**config.mk**
```make
export PLATFORM = sky130hd
export DESIGN_NAME = adc_avg_fifo
export DESIGN_NICKNAME = d
export VERILOG_FILES = /design/src/rtl/adc_avg_fifo.sv
export SDC_FILE = /design/constraint.sdc
export NUM_CORES = 1
export LEC_CHECK = 0
export ABC_AREA = 1
export BUFFER_PORTS_ARGS = -buffer_cell sky130_fd_sc_hd__buf_4
export CORE_ASPECT_RATIO = 0.75
export CORE_MARGIN = 1.5
export CORE_UTILIZATION = 55
export DETAILED_ROUTE_END_ITERATION = 7
export PLACE_DENSITY = 0.83
export SLEW_MARGIN = 20
export SYNTH_ARGS = -nofsm -noshare
export SYNTH_HDL_FRONTEND = slang
export SYNTH_SLANG_ARGS = --single-unit
```
**constraint.sdc**
```tcl
create_clock -name clk_100 -period 3.6 [get_ports clk_100]
set_clock_uncertainty 0.05 [all_clocks]
set_input_delay 0.9 -clock clk_100 [delete_from_list [all_inputs] [get_ports clk_100]]
set_output_delay 0.9 -clock clk_100 [all_outputs]
set_load 0.01 [all_outputs]
```
**src/rtl/adc_avg_fifo.sv**
```systemverilog
// ADC sample averager: accumulates 2^AVG_LOG2 captured samples, writes the
// truncated mean into a 2^FIFO_LOG2-word FIFO with sticky overflow on drops.
module adc_avg_fifo #(
  parameter int AVG_LOG2  = 2,
  parameter int FIFO_LOG2 = 4
) (
  input  logic                 clk_100,
  input  logic                 reset,
  input  logic                 sample_en,
  input  logic                 sample_cs,
  input  logic [15:0]          sample_data,
  input  logic                 rd_en,
  input  logic                 clr_ovf,
  output logic [15:0]          rd_data,
  output logic                 rd_valid,
  output logic                 empty,
  output logic                 full,
  output logic [FIFO_LOG2:0]   count,
  output logic                 overflow
);

  localparam int DEPTH = 1 << FIFO_LOG2;
  localparam int ACC_W = 16 + AVG_LOG2;
  localparam logic [FIFO_LOG2:0] FULL_CNT = (FIFO_LOG2 + 1)'(DEPTH);

  logic                 cs_d;
  logic [ACC_W-1:0]     acc;
  logic [ACC_W-1:0]     acc_sum;
  logic [AVG_LOG2-1:0]  smp_cnt;
  logic                 capture;
  logic                 blk_done;
  logic [15:0]          avg;

  logic [15:0]          mem [DEPTH];
  logic [FIFO_LOG2-1:0] wr_ptr;
  logic [FIFO_LOG2-1:0] rd_ptr;
  logic                 pop;
  logic                 wr_ok;
  logic                 wr_drop;

  assign capture  = sample_cs & ~cs_d & sample_en;
  assign acc_sum  = acc + ACC_W'(sample_data);
  assign blk_done = capture && (smp_cnt == '1);
  // Top 16 bits of the full-block sum is the mean truncated by 2^AVG_LOG2.
  assign avg      = acc_sum[ACC_W-1 -: 16];

  assign empty   = (count == '0);
  assign full    = (count == FULL_CNT);
  assign pop     = rd_en & ~empty;
  // A pop in the same cycle frees the slot the new word lands in.
  assign wr_ok   = blk_done & (~full | pop);
  assign wr_drop = blk_done & full & ~pop;

  always_ff @(posedge clk_100) begin
    if (reset) begin
      cs_d    <= 1'b0;
      acc     <= '0;
      smp_cnt <= '0;
    end else begin
      cs_d <= sample_cs;
      if (!sample_en) begin
        acc     <= '0;
        smp_cnt <= '0;
      end else if (capture) begin
        if (blk_done) begin
          acc     <= '0;
          smp_cnt <= '0;
        end else begin
          acc     <= acc_sum;
          smp_cnt <= smp_cnt + 1'b1;
        end
      end
    end
  end

  always_ff @(posedge clk_100) begin
    if (wr_ok) mem[wr_ptr] <= avg;
  end

  always_ff @(posedge clk_100) begin
    if (reset) begin
      wr_ptr   <= '0;
      rd_ptr   <= '0;
      count    <= '0;
      rd_data  <= '0;
      rd_valid <= 1'b0;
      overflow <= 1'b0;
    end else begin
      rd_valid <= pop;
      if (pop) begin
        rd_data <= mem[rd_ptr];
        rd_ptr  <= rd_ptr + 1'b1;
      end
      if (wr_ok) wr_ptr <= wr_ptr + 1'b1;
      case ({wr_ok, pop})
        2'b10:   count <= count + 1'b1;
        2'b01:   count <= count - 1'b1;
        default: count <= count;
      endcase
      if (wr_drop)      overflow <= 1'b1;
      else if (clr_ovf) overflow <= 1'b0;
    end
  end

endmodule

```
==> flow_summary.toml <==
[timing]
period_share_pct = 72.11
setup_viol = 0
rsz0062_at_grt = "false"
drv_slew = 0
finalSetupTns_ns = 0
worst_slew_pin_slew_ns = 0.9159
max_freq_mhz = 385.2
fin_crit_ns = 2.596
slew_headroom_pct = 38.56
worst_slack_ns = 1.004
hold_viol = 0

[hold_path]
hold_class = "flip-flop to flip-flop"

[route]
viasPerCell = 5.980
dr.pass1.iters = 5
drc = 0
vias = 9377
drt-initial-drc-count = 1160
wirelength_um = 32190
wire_per_inst_um = 20.53
ant_nets = 0

[logic_synthesis]
ys.flop_type = "edfxtp_1"
yosys-top-cells-area = "edfxtp_1, dfxtp_1, nor2_1"
syn_inst = 1194
async_flop_share_pct = 0
yosys_warnings = 0
synth_area_sq_um = 13180
netlist.top_cell.by_area = "edfxtp_1"
ys_seq_area_share_pct = 66.24
yosysMostFrequentCell = "edfxtp_1"
synth_commonest_cells = "edfxtp_1, nor2_1, o21ai_0"
synth.distinct_cells = 32
avgSynthCellArea_sq_um = 11.04
synth-edff-count = 256
synth-seq-cells = 308
synth.top_cell.area_share_pct = 58.34
synthesis.nets = 1243

[worst_setup_path]
arrival_ns = 2.98
path_class = "primary input to flip-flop"
crit_path_max_fanout = 4
required_ns = 3.98
worstSetupStartpointType = "primary input"
cp-end-kind = "flip-flop"

[status]
status = "complete, no violations"

[pwr]
p_per_area_nw_per_um2 = 624.0
max-vdd-ir-drop_mv = 0.4819
leakagePower_nw = 5.393

[global_route]
antenna_found_initial = 0
grt_pass1_vias = 8977
overflow = 0
met1_usage_pct = 36.65
grt_max_degree = 131
use_met2_pct = 41.35
busiest_layer = "met2"
grt.total_usage_pct = 26.22
grt_util_met3_pct = 5.615
grt_pass1_wl_um = 49510

[cells_and_area]
finalNetCount = 1295
ff_latch_area_sq_um = 8736
synthToLayoutAreaGrowth_pct = 12.97
drive_above_1_share_pct = 11.99
diodes = 0
nFillCells = 1656
multi_input_area_sq_um = 3891

[floorplanning]
start_util_pct = 56.69
dieArea_sq_um = 24900
die_y_um = 137.0
io_pins = 47
core_area_sq_um = 23240
rows = 48
dieWidth_um = 181.7

[placed_design]
hpwl_um = 19240
portBuffers = 46
finalWeightedCongestion = 0.9790
dpl_worst_slack_ns = 0.4825

[clocking]
clock_sinks = 308
clkSlewWorstSetupHoldPaths_ns = 0.07
max-clock-path-buffers = 3
cts_setup_buffers = 0
cts_tree = "done"
cts_buffers = 28
hold_buffers = 0
clock_latency_ns = 0.54
root_buffer = "clkbuf_16"
ctsResizeCount = 0
h-tree-depth = 1

[job]
drv_cap = 0
-- routing by layer --
metal | wire length [um] | part of all wire, % | vias up
li1 | - | - | 4329
met1 | 13110 | 41 | 4427
met2 | 14600 | 45 | 537
met3 | 3493 | 11 | 84
met4 | 983 | 3.1 | 0
met5 | 0 | 0 | -
-- registers in the layout (all words and copies together), names as in the netlist --
name / count
mem: 256
acc: 18
rd_data: 16
count: 5
rd_ptr: 4
wr_ptr: 4
smp_cnt: 2
cs_d: 1
overflow: 1
rd_valid: 1
-- power breakdown --
group          switching (mW)  total, mW  internal (mW)
clock                    1.28       2.94           1.66
combinational            1.42       2.17          0.751
sequential              0.173       4.18           4.00
-- cells in the final DEF (no fill, tap or decap), types with 3 or more instances in the layout --
cell,instances
edfxtp_1,256
nor2_1,219
o21ai_0,121
nand2_1,117
o211ai_1,80
nand3_1,76
buf_4,75
inv_1,60
dfxtp_1,50
a21oi_1,46
clkbuf_16,29
ha_1,25
o21ai_1,22
nor2_2,18
and2_1,10
xor2_1,8
clkinv_1,8
buf_12,8
nand3b_1,5
clkinv_2,5
clkbuf_1,5
nand2_2,3
clkinvlp_4,3
-- path summary, 6_finish.rpt --
kind	cells past startpoint	slack, ns	end	from
max	17	1.00	count[4]	sample_cs
min	2	0.41	overflow	overflow
max reg2reg	15	1.04	count[4]	count[0]
min reg2reg	2	0.41	overflow	overflow
-- cells by family after synthesis --
| family | count (synthesis) | share of synthesized area [%] |
|---|---|---|
| compound gates | 272 | 11.91 |
| xor+xnor | 9 | 0.5983 |
| fa+ha+maj | 27 | 2.678 |
| buf+inv | 127 | 4.530 |
| flops | 308 | 66.24 |
| simple gates | 451 | 14.04 |
-- final cells by class --
type / instances / share of cell area, %
Timing Repair Buffer: 83 / 4.858
Clock inverter: 16 / 0.9330
Inverter: 66 / 1.673
Sequential cell: 308 / 58.69
Multi-Input combinational cell: 759 / 26.14
Tap cell: 300 / 2.522
Clock buffer: 36 / 5.186
-- worst max-delay path: stages --
cell	delay, ns
buf_4	0.08
inv_1	0.04
nor2_1	0.08
nand2_1	0.07
inv_1	0.10
nand2_1	0.17
nand2_1	0.23
inv_1	0.11
ha_1	0.34
nand2_1	0.09
nor2_1	0.04
a211oi_1	0.29
nand2_1	0.10
nand2_1	0.11
nand3_1	0.07
nand2_1	0.08
nor2_1	0.07
-- through the flow --
step                utilization, %  hold slack [ns]  instances  power, mW  cell area [sq um]
finish                       64.05           0.4149       1568      9.288              14890
global route                 64.05           0.4267       1568      9.680              14890
floorplan                        -           0.3925       1194      5.741              13180
CTS                          64.05           0.4151       1568      9.298              14890
global placement             60.13           0.4059       1516      6.272              13970
detailed placement           60.13           0.4051       1516      6.364              13970
No activity file was read; power rests on OpenSTA's default activity.
